[src/rtl/io_uart_tx.sv]
// rtl/io_uart_tx.sv - memory-mapped 8N1 UART transmitter with byte FIFO and status word
module io_uart_tx #(
    parameter int CLKS_PER_BIT = 434,
    parameter int FIFO_DEPTH   = 4
) (
    input  logic        clk,
    input  logic        rst,
    input  logic        wr_en,
    input  logic [31:0] wr_data,
    output logic [31:0] rd_data,
    output logic        tx,
    output logic        busy,
    output logic        full
);

    localparam int AW = (FIFO_DEPTH > 1) ? $clog2(FIFO_DEPTH) : 1;
    localparam int BW = (CLKS_PER_BIT > 1) ? $clog2(CLKS_PER_BIT) : 1;

    localparam logic [BW-1:0] BAUD_LAST = BW'(CLKS_PER_BIT - 1);
    localparam logic [BW-1:0] BAUD_ONE  = BW'(1);
    localparam logic [AW-1:0] PTR_ONE   = AW'(1);
    localparam logic [AW:0]   CNT_ONE   = (AW + 1)'(1);
    localparam logic [AW:0]   CNT_FULL  = (AW + 1)'(FIFO_DEPTH);

    typedef enum logic [1:0] {
        S_IDLE,
        S_START,
        S_DATA,
        S_STOP
    } state_t;

    state_t        state_q, state_d;
    logic [BW-1:0] baud_q, baud_d;
    logic [2:0]    bit_idx_q, bit_idx_d;
    logic [7:0]    shift_q, shift_d;
    logic          tx_q, tx_d;

    logic [7:0]    fifo_q [FIFO_DEPTH];
    logic [7:0]    fifo_d [FIFO_DEPTH];
    logic [AW-1:0] rd_ptr_q, rd_ptr_d;
    logic [AW-1:0] wr_ptr_q, wr_ptr_d;
    logic [AW:0]   count_q, count_d;
    logic          overflow_q, overflow_d;

    logic          busy_q, busy_d;
    logic          full_q, full_d;
    logic [31:0]   rd_data_q, rd_data_d;

    logic          pop;
    logic          push;
    logic          data_wr;
    logic          ctrl_wr;
    logic          fifo_empty;
    logic          fifo_full;
    logic [7:0]    head;

    // Payload bits above the byte field carry no meaning for this block.
    logic          unused_wr_bits;
    assign unused_wr_bits = ^wr_data[30:8];

    assign data_wr    = wr_en & ~wr_data[31];
    assign ctrl_wr    = wr_en &  wr_data[31];
    assign fifo_empty = (count_q == '0);
    assign fifo_full  = (count_q == CNT_FULL);
    assign head       = fifo_q[rd_ptr_q];

    // Frame engine: start bit, 8 data bits LSB first, stop bit; pops the FIFO head
    always_comb begin
        state_d   = state_q;
        baud_d    = baud_q;
        bit_idx_d = bit_idx_q;
        shift_d   = shift_q;
        tx_d      = tx_q;
        pop       = 1'b0;
        case (state_q)
            S_IDLE: begin
                tx_d = 1'b1;
                if (!fifo_empty) begin
                    pop     = 1'b1;
                    shift_d = head;
                    tx_d    = 1'b0;
                    baud_d  = '0;
                    state_d = S_START;
                end
            end
            S_START: begin
                if (baud_q == BAUD_LAST) begin
                    tx_d      = shift_q[0];
                    bit_idx_d = 3'd0;
                    baud_d    = '0;
                    state_d   = S_DATA;
                end else begin
                    baud_d = baud_q + BAUD_ONE;
                end
            end
            S_DATA: begin
                if (baud_q == BAUD_LAST) begin
                    baud_d = '0;
                    if (bit_idx_q == 3'd7) begin
                        tx_d    = 1'b1;
                        state_d = S_STOP;
                    end else begin
                        shift_d   = {1'b0, shift_q[7:1]};
                        tx_d      = shift_q[1];
                        bit_idx_d = bit_idx_q + 3'd1;
                    end
                end else begin
                    baud_d = baud_q + BAUD_ONE;
                end
            end
            S_STOP: begin
                if (baud_q == BAUD_LAST) begin
                    baud_d = '0;
                    if (!fifo_empty) begin
                        // Next frame starts immediately so there is no idle gap.
                        pop     = 1'b1;
                        shift_d = head;
                        tx_d    = 1'b0;
                        state_d = S_START;
                    end else begin
                        tx_d    = 1'b1;
                        state_d = S_IDLE;
                    end
                end else begin
                    baud_d = baud_q + BAUD_ONE;
                end
            end
            default: begin
                tx_d    = 1'b1;
                baud_d  = '0;
                state_d = S_IDLE;
            end
        endcase
    end

    // Byte FIFO and sticky overflow; a pop on the same edge frees the slot for a push
    always_comb begin
        fifo_d     = fifo_q;
        rd_ptr_d   = rd_ptr_q;
        wr_ptr_d   = wr_ptr_q;
        count_d    = count_q;
        overflow_d = overflow_q;
        push       = data_wr & (~fifo_full | pop);
        if (push) begin
            fifo_d[wr_ptr_q] = wr_data[7:0];
            wr_ptr_d         = wr_ptr_q + PTR_ONE;
        end
        if (pop) begin
            rd_ptr_d = rd_ptr_q + PTR_ONE;
        end
        case ({push, pop})
            2'b10:   count_d = count_q + CNT_ONE;
            2'b01:   count_d = count_q - CNT_ONE;
            default: count_d = count_q;
        endcase
        if (data_wr && fifo_full && !pop) begin
            overflow_d = 1'b1;
        end
        if (ctrl_wr && wr_data[0]) begin
            overflow_d = 1'b0;
        end
    end

    // Status outputs come from next-state values so they settle with the registers
    always_comb begin
        busy_d    = (state_d != S_IDLE) || (count_d != '0);
        full_d    = (count_d == CNT_FULL);
        rd_data_d = {28'b0, overflow_d, (count_d == '0), full_d, busy_d};
    end

    // Control and status registers with synchronous active-low reset
    always_ff @(posedge clk) begin
        if (!rst) begin
            state_q    <= S_IDLE;
            baud_q     <= '0;
            bit_idx_q  <= 3'd0;
            shift_q    <= 8'h00;
            tx_q       <= 1'b1;
            rd_ptr_q   <= '0;
            wr_ptr_q   <= '0;
            count_q    <= '0;
            overflow_q <= 1'b0;
            busy_q     <= 1'b0;
            full_q     <= 1'b0;
            rd_data_q  <= 32'h0000_0004;
        end else begin
            state_q    <= state_d;
            baud_q     <= baud_d;
            bit_idx_q  <= bit_idx_d;
            shift_q    <= shift_d;
            tx_q       <= tx_d;
            rd_ptr_q   <= rd_ptr_d;
            wr_ptr_q   <= wr_ptr_d;
            count_q    <= count_d;
            overflow_q <= overflow_d;
            busy_q     <= busy_d;
            full_q     <= full_d;
            rd_data_q  <= rd_data_d;
        end
    end

    // FIFO storage; contents are meaningless while count is zero so no reset
    always_ff @(posedge clk) begin
        fifo_q <= fifo_d;
    end

    assign tx      = tx_q;
    assign busy    = busy_q;
    assign full    = full_q;
    assign rd_data = rd_data_q;

endmodule

[config.mk]
export PLATFORM = sky130hd
export DESIGN_NAME = io_uart_tx
export DESIGN_NICKNAME = d
export VERILOG_FILES = /design/src/rtl/io_uart_tx.sv
export SDC_FILE = /design/constraint.sdc
export NUM_CORES = 1
export LEC_CHECK = 0
export BUFFER_PORTS_ARGS = -buffer_cell sky130_fd_sc_hd__buf_4
export CAP_MARGIN = 40
export CORE_MARGIN = 3
export CORE_UTILIZATION = 35
export CTS_CLUSTER_SIZE = 25
export DETAILED_ROUTE_END_ITERATION = 8
export GPL_TIMING_DRIVEN = 0
export PLACE_DENSITY = 0.57
export RECOVER_POWER = 50
export SLEW_MARGIN = 10
export SYNTH_ARGS = -nofsm -noshare
export SYNTH_HDL_FRONTEND = slang
export SYNTH_SLANG_ARGS = --single-unit
[constraint.sdc]
create_clock -name clk -period 3.1 [get_ports clk]
set_input_delay 0.155 -clock clk [delete_from_list [all_inputs] [get_ports clk]]
set_output_delay 0.155 -clock clk [all_outputs]
set_load 0.005 [all_outputs]
# [After elaboration in Yosys (flattened, before gate mapping)]
# Cells that the tools add are included.
[word_totals] inputBits=35 out_inout_bits=35 regBits=97 word_cells=102
[classes] n_bitwise=8 n_eq_ne=14 n_lt_le_gt_ge=3 add_sub_neg=6 reduce_logical=17 muxes=37
[op_table] cell="two-way mux 8 bit" n=7
[op_table] cell="bitwise mux 32 bit" n=1
[op_table] cell="case mux 8 bit (3 select lines)" n=1
[op_table] cell="two-way mux 9 bit" n=2
[op_table] cell="case mux 9 bit (2 select lines)" n=1
[op_table] cell="binary-select mux 8 bit (select 2 bit)" n=1
[op_table] cell="demux 8 bit (select 2 bit)" n=1
[op_table] cell="case mux 3 bit (2 select lines)" n=2
[op_table] cell="two-way mux 1 bit" n=10
[op_table] cell="two-way mux 2 bit" n=5
[op_table] cell="!= test 2 bit (second input constant)" n=5
[op_table] cell="adder 9 x 1 -> 9 bit (second input constant)" n=1
[op_table] cell="equality test 3 bit (second input constant)" n=3
[op_table] cell="equality test 9 bit (second input constant)" n=1
[op_table] cell="two-way mux 3 bit" n=3
[op_table] cell="case mux 2 bit (4 select lines)" n=1
[op_table] cell="AND reduction 4 bit" n=2
[op_table] cell="adder 3 x 1 -> 3 bit (second input constant)" n=2
[op_table] cell="equality test 2 bit (second input constant)" n=3
[op_table] cell="greater-or-equal comparator 3 bit (second input constant)" n=2
[op_table] cell="zero test 3 bit" n=2
[op_table] cell="inverter 2 -> 3 bit" n=2
[op_table] cell="nonzero test 3 bit" n=2
[op_table] cell="adder 2 x 1 -> 2 bit (second input constant)" n=2
[op_table] cell="15 further kinds" n=23

# [Longest topological paths before layout]
[logic_depth] depth_word=10 depth_mapped=13 ltp_nobuf=12

# [Worst setup path before layout]
# OpenSTA, ideal clock, no wires.
[synth_timing] path_type="reg-to-reg" from="reg state_q[0]" to="reg rd_data_q[0], in the netlist rd_data[0]" setup_ps=127 period_less_slack_ps=3163 stages_incl_launch_ff=13 arrival_time_ps=3036 slack_ps=-63 path_cell_list="dfxtp_1 inv_1 ha_1 nand2b_1 a311o_1 nand2_1 inv_1 ha_1 fa_1 xnor2_1 o21a_1 o31a_1 or3_1"
[synth_between] elab_chain_cells=8 elab_cells_between_ends=19 classes_between="eq/ne: 5; mux: 8; bitwise: 2; reduce/logical: 4"
[synth_lines] item="from (decl)" line_no="32" text="state_t state_q, state_d;"
[synth_lines] item="from (signal assigned)" line_no="187" text="state_q <= state_d;"
[synth_lines] item="equality test 2 bit / zero test 2 bit (equally long branches)" line_no="75" text="case (state_q)"
[synth_lines] item="case mux 1 bit (2 select lines)" line_no="75"
[synth_lines] item="OR 1 bit" line_no="143" text="push = data_wr & (~fifo_full | pop);"
[synth_lines] item="bitwise AND 1 bit" line_no="143"
[synth_lines] item="equality test 2 x 1 -> 1 bit / equality test 2 bit (equally long branches)" line_no="151" text="case ({push, pop})"
[synth_lines] item="case mux 3 bit (2 select lines)" line_no="151"
[synth_lines] item="nonzero test 3 bit" line_no="166" text="busy_d = (state_d != S_IDLE) || (count_d != '0);"
[synth_lines] item="logical OR 1 bit *" line_no="166"
[synth_lines] item="to (signal assigned)" line_no="198" text="rd_data_q <= rd_data_d;"
[synth_lines] item="to (decl)" line_no="47" text="logic [31:0] rd_data_q, rd_data_d;"
# Mark *: on every way between the ends. The rest lies on a longest branch, timed or not.
# A chain may end at the register's enable or synchronous reset.

# [Final worst setup path]
[layout_timing] from="reg state_q[1]" to="reg rd_data_q[0], in the netlist rd_data[0]"
# The elaborated chain is that of the path after synthesis.

==> flow_summary_export.csv <==
group,metric,value,unit
outcome,run_status,"finished, final reports clean",
grt,use_met2,0.2024,
power,power_density,739.0,mW/mm^2
sta,worst_pin_slew,854.7,ps
yosys,yosys.area.top_type,"edfxtp_1",
yosys,yosys_warnings,0,
sta,period_share,0.9555,
run,max-cap-violations,0,
cells_and_area,final_common_cell,"buf_4",
worst_setup_path,cp_common_cell,"ha_4",
worst_setup_path,cp_data_required_time,3330,ps
worst_setup_path,max_stage_delay,490,ps
worst_setup_path,arrival,3190,ps
power,p_sw_frac,0.3412,
sta,setup_viol,0,
die,row_count,35,
detailed_routing,wl,6573,um
yosys,synth_cell_type_count,57,
cts,htreeDepth,3,
placed_design,dp_cells,466,
yosys,synth.top_cell.area_share,0.2851,
power,comb_power_share,0.371,
detailed_routing,first_pass_iters,5,
yosys,synth-seq-cells,66,
cts,clockBufferDepth,2,
grt,busiest_layer,"met2",
cts,clk_latency,350,ps
cells_and_area,diodes,0,
grt,grtUsageTotal,0.1261,
placed_design,numPortBuffers,18,
sta,hold_viol_final,0,
power,peakVddDrop,0.0004152,V
grt,grt.met1_usage,0.1608,
cells_and_area,final_cell_mix,"buf_4 (39), edfxtp_1 (32), dfxtp_1 (31)",
worst_setup_path,path_max_fanout,5,
die,die-area,0.01084,mm^2
grt,grt_pass1_vias,2299,
yosys,synthFlopType,"dfxtp_1",
cells_and_area,drive_gt1_frac,0.2637,
grt,grt_max_degree,14,
sta,slew_violations,0,
power,clockPowerShare,0.265,
sta,max_freq,0.3376,GHz
detailed_routing,drtAntennaViolNets,0,
detailed_routing,drcViolationCount,0,
worst_setup_path,cp_cell_sequence,"inv_4 > ha_4 > nand2b_4 > a311o_1 > nand2_2 > inv_2 > ha_4 > fa_1 > nor3b_2 > a21oi_2 > o31a_1 > or3_1",
yosys,ys_top_cells_by_area,"edfxtp_1 (29%), dfxtp_1 (20%), buf_4 (6.9%), mux4_2 (5.3%), ha_1 (5.2%)",
cells_and_area,finalNetCount,409,
sta,finalCriticalPeriod,2962,ps
power,p_int,2.013,mW
cells_and_area,final_cell_area,0.004134,mm^2
yosys,yosysSeqAreaShare,0.4870,
placed_design,gp_congestion,0.7472,
grt,use_met3,0.03600,
cts,cts-root-buf,"clkbuf_8",
yosys,synth-async-reset-ratio,0,
detailed_routing,wire_per_inst,13.33,um
power,power_switching,1.042,mW
grt,grt_pass1_wl,11150,um
sta,finClkSkew,11.29,ps
cts,cts_tree,"built",
cells_and_area,layout.cells.non_filler,493,
die,die_h,104.1,um
grt,antenna_found_initial,0,
die,die_w,104.1,um
power,p_leak,1.616,nW
placed_design,placement.cell_area,0.003786,mm^2
cts,cts.sinks,66,
worst_setup_path,critPathKind,"reg -> reg",
yosys,synth_edf_count,32,
die,coreArea,0.009284,mm^2
worst_setup_path,crit_slowest_cell,"fa_1",
sta,slew_headroom,0.4222,
grt,grt_overflow,0,
cells_and_area,area_growth_syn_to_layout,22.64,%
placed_design,dp_hpwl,4625,um
cells_and_area,final_core_util,0.4453,
power,pwr-share-seq,0.364,
yosys,syn_area_per_cell,11.58,um^2
detailed_routing,viasPerCell,4.740,
cts,cts_made_buffers,9,
cts,clkSlewWorstSetupHoldPaths,70,ps
detailed_routing,drt-initial-drc-count,103,
die,start_util,0.3631,
die,ios,70,
yosys,syn_inst,291,
worst_setup_path,end_kind,"register",
hold_path,min_path_type,"in -> reg",
yosys,syn_area,0.003371,mm^2
detailed_routing,vias,2337,
worst_setup_path,cp-start-kind,"register",
==> path summary, 6_finish.rpt <==
| check | slack [ps] | startpoint | to | cells after the start |
|---|---|---|---|---|
| setup reg to reg | 140 | state_q[1]$_SDFF_PN0_ | rd_data[0]$_SDFF_PN0_ | 12 |
| hold reg to reg | 470 | bit_idx_q[1]$_SDFFE_PN0P_ | bit_idx_q[1]$_SDFFE_PN0P_ | 2 |
| hold / removal | 100 | wr_data[1] | fifo_q[1]$_DFFE_PP_ | 1 |
| setup / recovery | 140 | state_q[1]$_SDFF_PN0_ | rd_data[0]$_SDFF_PN0_ | 12 |
==> logic make-up after synthesis <==
family,after synthesis,synth area share
adders and majority gates,15,0.05791
DFF,66,0.4870
buffers and inverters,53,0.09465
AOI/OAI and AO/OA,60,0.1340
muxes,22,0.09539
and+or+nand+nor,72,0.1247
other,1,0.001113
xor gates and xnor gates,2,0.005198
==> registers in the layout, summed over array words and instances (netlist names) <==
| signal | count |
|---|---|
| count_q | 3 |
| tx | 1 |
| shift_q | 8 |
| rd_ptr_q | 2 |
| baud_q | 9 |
| overflow_q | 1 |
| fifo_q | 32 |
| bit_idx_q | 3 |
| wr_ptr_q | 2 |
| state_q | 2 |
| rd_data | 3 |
==> critical path: cells and delay by family (launching register included) <==
kind            cells  cell delay (ps)
simple gates        4              710
fa+ha+maj           3              890
flops               1              380
buf+inv             2              100
compound gates      3              760
==> final cells by class <==
| type | instances | area [um^2] |
|---|---|---|
| fillers | 911 | 5150 |
| flip-flops and latches | 66 | 1650 |
| multi-input cells | 199 | 1565 |
| plain buffers | 42 | 277.8 |
| repair buffers | 31 | 211.5 |
| well taps | 129 | 161.4 |
| clock buffers | 9 | 123.9 |
| clock inverters | 7 | 101.3 |
| inverters | 10 | 42.54 |
==> synth_stat cells, types with 2 or more instances <==
| library cell | count |
|---|---|
| inv_1 | 10 |
| o21ai_0 | 5 |
| nor2b_1 | 3 |
| nand3_1 | 11 |
| a21o_1 | 3 |
| o21a_1 | 2 |
| a211oi_1 | 16 |
| mux4_2 | 8 |
| nor3_1 | 7 |
| a311oi_1 | 2 |
| nand2_1 | 13 |
| edfxtp_1 | 32 |
| and2_1 | 6 |
| nand2b_1 | 3 |
| buf_2 | 3 |
| ha_1 | 14 |
| mux2i_1 | 13 |
| a31oi_1 | 2 |
| a21oi_1 | 7 |
| nand4_1 | 2 |
| o31ai_1 | 2 |
| and3_1 | 6 |
| buf_4 | 31 |
| nor2_1 | 10 |
| clkbuf_1 | 9 |
| o211ai_1 | 4 |
| a41oi_1 | 2 |
| dfxtp_1 | 34 |
| o211a_1 | 3 |
==> metal layers <==
metal / part of all wire / up-vias / wire [um]
met3: 0.052 / 10 / 341
met1: 0.45 / 1109 / 2978
met5: 0 / - / 0
li1: - / 1164 / -
met2: 0.48 / 54 / 3167
met4: 0.013 / 0 / 86
==> through the flow <==
stage / setup TNS (ps) / setup WS [ps] / total power, mW / hold slack (ps)
6_report: 0 / 138.0 / 3.055 / 98.76
5_1_grt: -7.561 / -7.561 / 3.263 / 97.66
4_1_cts: 0 / 3.606 / 3.000 / 0.7486
3_5_place_dp: -233.1 / -233.1 / 2.161 / 361.7
3_3_place_gp: -191.9 / -191.9 / 2.144 / 355.9
2_1_floorplan: 0 / 47.17 / 1.888 / 253.9
==> power by group through the flow <==
stage / combinational, mW / clock, mW / sequential (mW)
3_3_place_gp: 1.02 / 0 / 1.12
5_1_grt: 1.25 / 0.878 / 1.13
6_report: 1.13 / 0.809 / 1.11
3_5_place_dp: 1.03 / 0 / 1.13
4_1_cts: 1.05 / 0.835 / 1.11
2_1_floorplan: 0.779 / 0 / 1.11
==> repair_timing <==
action,CTS,global route
buffers inserted,3,3
endpoints found under the hold margin,20,1
pin swaps,3,7
gates resized for setup,6,16
hold buffers,5,1
setup endpoints to repair,1,1
(Power assumes the default switching activity.)
